$ cat config.mk
export PLATFORM = sky130hd
export DESIGN_NAME = memory_client
export DESIGN_NICKNAME = d
export VERILOG_FILES = /design/src/rtl/memory_client_pkg.sv /design/src/rtl/memory_client.sv
export SDC_FILE = /design/constraint.sdc
export NUM_CORES = 1
export LEC_CHECK = 0
export CELL_PAD_IN_SITES_DETAIL_PLACEMENT = 1
export CELL_PAD_IN_SITES_GLOBAL_PLACEMENT = 2
export CORE_MARGIN = 10
export CORE_UTILIZATION = 33
export DETAILED_ROUTE_END_ITERATION = 10
export GPL_TIMING_DRIVEN = 0
export HOLD_SLACK_MARGIN = 0.05
export PLACE_DENSITY = 0.95
export SLEW_MARGIN = 20
export SYNTH_ARGS = -nofsm -noshare
export SYNTH_HDL_FRONTEND = slang
export SYNTH_SLANG_ARGS = --single-unit
$ cat constraint.sdc
create_clock -name clock -period 4.4 [get_ports clock]
set_input_delay 1.1 -clock clock [delete_from_list [all_inputs] [get_ports clock]]
set_output_delay 1.1 -clock clock [all_outputs]
set_load 0.05 [all_outputs]
$ cat src/rtl/memory_client_pkg.sv
// Shared definitions for the host-side UART memory protocol initiator.
// The command macros are the same byte values memory_controller decodes.

`ifndef MEMORY_PROTOCOL_DEFS
`define MEMORY_PROTOCOL_DEFS
`define COMMAND_WRITE 8'h57
`define COMMAND_READ  8'h52
`endif

package memory_client_pkg;

  localparam logic [7:0] CMD_BYTE_WRITE = `COMMAND_WRITE;
  localparam logic [7:0] CMD_BYTE_READ  = `COMMAND_READ;

  // One latched request as seen on the command port.
  typedef struct packed {
    logic        write;
    logic [7:0]  length;
    logic [15:0] addr;
  } req_t;

  // Which header byte is currently being sent.
  typedef enum logic [1:0] {
    HDR_CMD = 2'd0,
    HDR_LEN = 2'd1,
    HDR_AHI = 2'd2,
    HDR_ALO = 2'd3
  } hdr_field_e;

  // Header byte for a given request and header position.
  function automatic logic [7:0] header_byte(input req_t req, input hdr_field_e field);
    logic [7:0] b;
    b = '0;
    case (field)
      HDR_CMD: b = req.write ? CMD_BYTE_WRITE : CMD_BYTE_READ;
      HDR_LEN: b = req.length;
      HDR_AHI: b = req.addr[15:8];
      HDR_ALO: b = req.addr[7:0];
      default: b = '0;
    endcase
    return b;
  endfunction

endpackage

$ cat src/rtl/memory_client.sv
// memory_client: turns one read/write request into the byte stream
// COMMAND, LENGTH, ADDR_HI, ADDR_LO, [data...] through a UART transmitter,
// and for reads collects LENGTH reply bytes from a UART receiver.
//
// state   | meaning
// --------+---------------------------------------------------------
// IDLE    | waiting for a request; cmd_ready high
// S_CMD   | sending the command byte
// S_LEN   | sending the length byte
// S_AHI   | sending address bits 15:8
// S_ALO   | sending address bits 7:0
// S_DATA  | streaming write data from wr_* to the transmitter
// R_DATA  | collecting read reply bytes, idle timer running
// FINISH  | one cycle before the done pulse, then back to IDLE

module memory_client
  import memory_client_pkg::*;
#(
  parameter int TIMEOUT_CYCLES = 1000000,
  parameter int TIMEOUT_W      = 20
) (
  input  logic        clock,
  input  logic        reset,
  input  logic        cmd_valid,
  output logic        cmd_ready,
  input  logic        cmd_write,
  input  logic [7:0]  cmd_length,
  input  logic [15:0] cmd_addr,
  input  logic        wr_valid,
  output logic        wr_ready,
  input  logic [7:0]  wr_data,
  output logic        rd_valid,
  output logic [7:0]  rd_data,
  output logic        done,
  output logic        timeout,
  output logic        transmit,
  output logic [7:0]  tx_byte,
  input  logic        tx_busy,
  input  logic        received,
  input  logic [7:0]  rx_byte
);

  localparam logic [2:0] ST_IDLE   = 3'd0;
  localparam logic [2:0] ST_S_CMD  = 3'd1;
  localparam logic [2:0] ST_S_LEN  = 3'd2;
  localparam logic [2:0] ST_S_AHI  = 3'd3;
  localparam logic [2:0] ST_S_ALO  = 3'd4;
  localparam logic [2:0] ST_S_DATA = 3'd5;
  localparam logic [2:0] ST_R_DATA = 3'd6;
  localparam logic [2:0] ST_FINISH = 3'd7;

  // Idle timer reload: reaching zero with no reply byte means TIMEOUT_CYCLES
  // full cycles have passed since the last byte (or since entering R_DATA).
  localparam logic [TIMEOUT_W-1:0] IDLE_LOAD = TIMEOUT_W'(TIMEOUT_CYCLES - 1);

  logic [2:0]           r_state;
  req_t                 r_req;
  logic [7:0]           r_remaining;
  logic [TIMEOUT_W-1:0] r_idle_cnt;
  logic                 r_tx_prev;
  logic                 r_rd_valid;
  logic [7:0]           r_rd_data;
  logic                 r_done;
  logic                 r_timeout;

  logic                 w_in_send;
  logic                 w_is_data;
  logic                 w_is_rdata;
  logic                 w_send_ok;
  logic                 w_wr_hs;
  logic                 w_transmit;
  logic                 w_accept;
  logic                 w_rx_take;
  logic                 w_idle_expired;
  logic [7:0]           w_tx_byte;
  hdr_field_e           w_field;

  // Decode which states send a byte and which header field they carry.
  always_comb begin
    w_in_send = 1'b0;
    w_field   = HDR_CMD;
    case (r_state)
      ST_S_CMD:  begin w_in_send = 1'b1; w_field = HDR_CMD; end
      ST_S_LEN:  begin w_in_send = 1'b1; w_field = HDR_LEN; end
      ST_S_AHI:  begin w_in_send = 1'b1; w_field = HDR_AHI; end
      ST_S_ALO:  begin w_in_send = 1'b1; w_field = HDR_ALO; end
      ST_S_DATA: w_in_send = 1'b1;
      default:   w_in_send = 1'b0;
    endcase
  end

  assign w_is_data  = (r_state == ST_S_DATA);
  assign w_is_rdata = (r_state == ST_R_DATA);

  // The previous-cycle guard hides the UART's one-cycle busy latency.
  assign w_send_ok  = w_in_send && !tx_busy && !r_tx_prev && !reset;
  assign w_wr_hs    = w_is_data && w_send_ok && wr_valid;
  assign w_transmit = w_is_data ? w_wr_hs : w_send_ok;
  assign w_tx_byte  = !w_transmit ? 8'h00 :
                      (w_is_data ? wr_data : header_byte(r_req, w_field));

  assign cmd_ready      = (r_state == ST_IDLE) && !reset;
  assign w_accept       = cmd_valid && cmd_ready;
  assign wr_ready       = w_is_data && w_send_ok;
  assign w_rx_take      = w_is_rdata && received;
  assign w_idle_expired = (r_idle_cnt == '0);

  assign transmit = w_transmit;
  assign tx_byte  = w_tx_byte;
  assign rd_valid = r_rd_valid;
  assign rd_data  = r_rd_data;
  assign done     = r_done;
  assign timeout  = r_timeout;

  // Request sequencing: header bytes, then data out or replies in.
  always_ff @(posedge clock) begin
    if (reset) begin
      r_state     <= ST_IDLE;
      r_req       <= '0;
      r_remaining <= '0;
    end else begin
      case (r_state)
        ST_IDLE: begin
          if (w_accept) begin
            r_req       <= '{write: cmd_write, length: cmd_length, addr: cmd_addr};
            r_remaining <= cmd_length;
            r_state     <= ST_S_CMD;
          end
        end
        ST_S_CMD: if (w_transmit) r_state <= ST_S_LEN;
        ST_S_LEN: if (w_transmit) r_state <= ST_S_AHI;
        ST_S_AHI: if (w_transmit) r_state <= ST_S_ALO;
        ST_S_ALO: begin
          if (w_transmit) begin
            if (r_req.length == 8'd0) r_state <= ST_FINISH;
            else if (r_req.write)     r_state <= ST_S_DATA;
            else                      r_state <= ST_R_DATA;
          end
        end
        ST_S_DATA: begin
          if (w_wr_hs) begin
            r_remaining <= r_remaining - 8'd1;
            if (r_remaining == 8'd1) r_state <= ST_FINISH;
          end
        end
        ST_R_DATA: begin
          if (received) begin
            r_remaining <= r_remaining - 8'd1;
            if (r_remaining == 8'd1) r_state <= ST_FINISH;
          end else if (w_idle_expired) begin
            r_state <= ST_IDLE;
          end
        end
        ST_FINISH: r_state <= ST_IDLE;
        default:   r_state <= ST_IDLE;
      endcase
    end
  end

  // Read-reply idle timer: reload outside R_DATA and on every reply byte.
  always_ff @(posedge clock) begin
    if (reset) begin
      r_idle_cnt <= IDLE_LOAD;
    end else if (!w_is_rdata || received) begin
      r_idle_cnt <= IDLE_LOAD;
    end else if (!w_idle_expired) begin
      r_idle_cnt <= r_idle_cnt - 1'b1;
    end
  end

  // Registered pulses and reply data; stray rx bytes outside R_DATA are dropped.
  always_ff @(posedge clock) begin
    if (reset) begin
      r_tx_prev  <= 1'b0;
      r_rd_valid <= 1'b0;
      r_rd_data  <= 8'h00;
      r_done     <= 1'b0;
      r_timeout  <= 1'b0;
    end else begin
      r_tx_prev  <= w_transmit;
      r_rd_valid <= w_rx_take;
      if (w_rx_take) r_rd_data <= rx_byte;
      r_done     <= (r_state == ST_FINISH);
      r_timeout  <= w_is_rdata && !received && w_idle_expired;
    end
  end

endmodule

==> metrics.md <==
| Metric | Value |
|---|---|
| Post-Syn Nets | 477 |
| Tcrit/Tclk final | 96.3% |
| Slew Viols, Final | 0 |
| Post-Synth Simple-Gate Area | 28.9% |
| Req. time, crit path | 3300 ps |
| Tot Pwr | 1.78 mW |
| Seq/Total Area, Yosys | 38.8% |
| Mux cell area share after synthesis | 3.74% |
| CTS Root Cell | clkbuf_8 |
| Core area | 10,300 µm² |
| Vias per Instance | 5.27 |
| Setup Crit Path Kind | in -> out |
| Worst min-delay path class | reg -> reg |
| CP Capture Type | primary output |
| DR pass1 iterations | 5 |
| Worst Path Arrival | 3140 ps |
| CP Max Fanout | 10 |
| # DRC | 0 |
| Synth Cell Area | 3510 µm² |
| Synthesis-to-layout area growth | 29.0% |
| Synth Flop Type | dfxtp_1 |
| Yosys top cell by area | dfxtp_1 |
| Gate Count Post-Synth | 427 |
| Worst skew pair latency | 350 ps |
| Synth warn | 0 |
| Fill count | 1,261 |
| Share of layout cells above drive strength 1 | 10.0% |
| Post-synth top area share | 38.8% |
| Routed WL per cell | 17.1 µm |
| Die ar. | 15,200 µm² |
| R2r worst-path depth | 7 |
| Number of synthesized flops with an enable pin | 0 |
| Ant. Diodes | 0 |
| Dpl hpwl | 8430 µm |
| Antenna viol nets, final | 0 |
| FFs w/ async S/R, synth | 0% |
| Static Leakage | 1.58 nW |
| Min Tclk post-route | 4240 ps |
| Psw | 618 µW |
| Num rows | 37 |
| Setup violators final | 0 |
| Total Routing Usage GR | 15.1% |
| Clk sinks | 68 |
| DR vias | 3,400 |
| Startpoint Class | input pin |
| Switching Fraction | 34.7% |
| Pwr per Cell Area | 393 nW/µm² |
| Fin util | 43.9% |
| Placer Congestion | 0.826 |
| Nets@finish | 555 |
| Vias in the first global route | 3,725 |
| Iter 0 DRT Violations | 176 |
| H-tree depth | 3 |
| Hold Slack | 463 ps |
| Status | complete, no violations |
| CTS clk-pin slew, worst paths | 80 ps |
| Starting density of the core | 34.0% |
| Die H | 123 µm |
| # Max-Cap Violations | 0 |
| Achievable frequency | 236 MHz |
| Cts bufs inserted | 9 |
| Clk network pwr share | 29.1% |
| Die W | 123 µm |
| Port-buffer cells | 67 |
| CTS tree | done |
| Hold depth | 2 |
| Hold Buf Count CTS | 0 |
| Sequential share of power | 41.2% |
| P_int | 1.16 mW |
| Multi-input gate area | 2000 µm² |
| Logic pwr share | 29.7% |
| Netlist cell types | 61 |
| Initial antenna violation count | 0 |
| Max IR drop VDD | 0.168 mV |
| Post-Synth Adder-Cell Area | 1.07% |
| Layout Skew | 8.89 ps |
| Compound-Gate Fraction of Synth Area | 20.1% |
| # IOs | 69 |
| Yosys reg bits | 68 |
| Final hold violations | 0 |
| Post-CTS Setup Bufs | 0 |
| Tightest Pin Transition | 875 ps |
| Avg Inst Size Synth | 8.22 µm² |
| Final wirelength | 11,100 µm |
| CTS Buffer Depth | 2 |
| Largest net degree at the start of global routing | 12 |
| Area contributors post-synth | dfxtp_1, nand2_1, nand2b_1 |
| RSZ-0062 raised after global routing | false |
| Largest family of logic cells by synthesized area | simple AND/OR/NAND/NOR gates |
| Relative slew slack | 41.2% |
| Register area | 1360 µm² |
| First-pass GRT wire length | 18,600 µm |
| Total grt overflow | 0 |
| XOR/XNOR share of the synthesized area | 2.74% |
## stage by stage
stage	area, µm²	worst slack (ps)	cells	TNS [ps]
after global placement	4350	-746	630	-6060
after CTS	4550	0.590	645	0
final	4530	161	645	0
after global routing	4530	52.3	645	0
after detailed placement	4350	-770	630	-6370
after floorplan	3510	175	427	0
## path summary, 6_finish.rpt
kind | end | startpoint | slack, ps
min | rd_data[5] | rd_data[5] | 460
min reg2reg | rd_data[5] | rd_data[5] | 460
max reg2reg | r_req[15] | r_state[2] | 2150
max | cmd_ready | reset | 160
## Yosys cell counts (3+ instances only)
cell      instances
a31oi_1           3
nor2_1           30
clkbuf_1         16
nor4_1            6
nand3_1           8
o21ai_0          34
inv_1             8
ha_1              3
a211o_1           5
nor2b_1           8
mux2i_1          12
a211oi_1          3
or4_1             3
dfxtp_1          68
a22oi_1           3
a32oi_1           5
xnor2_1           9
a21oi_1          29
nand2_1          61
nor3_1           11
and3_1            3
buf_2             5
a221oi_1          5
o31ai_1           5
nand2b_1         33
a21o_1            3
## layer usage
layer / track usage, % / part of all wire (%) / up-vias
met2: 27.0 / 52 / 72
met3: 3.60 / 3.9 / 11
li1: - / - / 1676
met4: 4.37 / 1.3 / 0
met1: 17.6 / 43 / 1641
met5: 0 / 0 / -
## worst max-delay path, cell delays in order
cell and delay (ps):
clkdlybuf4s50_1 430, clkbuf_8 190, clkbuf_2 210, clkbuf_2 240, nor2_1 130, clkdlybuf4s50_1 820
## state kept, by name, summed over array words and instances, names as in the netlist
name         flops
done             1
r_state          3
rd_data          8
timeout          1
r_idle_cnt      20
r_req           25
r_remaining      8
rd_valid         1
r_tx_prev        1
## what timing repair did
| action | 4_1_cts | 5_1_grt |
|---|---|---|
| resized for setup | 16 | 16 |
| endpoints found under the setup margin | 11 | 8 |
| endpoints found under the hold margin | 0 | 0 |
## power groups by stage
stage               combinational [mW]  clock, mW  sequential [mW]
floorplan                        0.361          0            0.727
global placement                 0.515          0            0.743
detailed placement               0.527          0            0.746
CTS                              0.528      0.532            0.733
global route                     0.583      0.565            0.743
finish                           0.529      0.518            0.734
## area by class of cell
| class | instances | area share [%] |
|---|---|---|
| clock inverter | 4 | 1.10 |
| inverter | 8 | 0.663 |
| tap | 136 | 3.76 |
| buffer | 26 | 2.95 |
| sequential | 68 | 30.0 |
| multi-input combinational | 325 | 44.2 |
| clock buffer | 11 | 3.12 |
| timing repair buffer | 67 | 14.1 |
## cells in the final DEF (no fill, tap or decap), types with 5 or more instances in the layout
cell type | synthesis | layout
dfxtp_1 | 68 | 68
nor2b_1 | 8 | 8
inv_1 | 8 | 8
a32oi_1 | 5 | 5
clkbuf_1 | 16 | 15
clkdlybuf4s50_1 | 0 | 58
o31ai_1 | 5 | 5
nor2_1 | 30 | 30
nor4_1 | 6 | 6
nand3_1 | 8 | 7
o21ai_0 | 34 | 34
nor3_1 | 11 | 10
a221oi_1 | 5 | 5
mux2i_1 | 12 | 12
a21oi_1 | 29 | 29
nand2b_1 | 33 | 33
clkbuf_8 | 2 | 12
nand2_1 | 61 | 61
clkbuf_2 | 0 | 8
a211o_1 | 5 | 5
xnor2_1 | 9 | 9
buf_2 | 5 | 5
## logic make-up (layout without fill, tap and decap cells)
logic type               Yosys count  count (layout)
XOR/XNOR                          11              11
multiplexers                      13              13
AND/OR/NAND/NOR                  189             189
AO/OA/AOI/OAI                    109             109
flip-flops                        68              68
buffers and inverters             34             116
adder cells (fa/ha/maj)            3               3
Note: power is estimated with default switching activity, not from simulation.
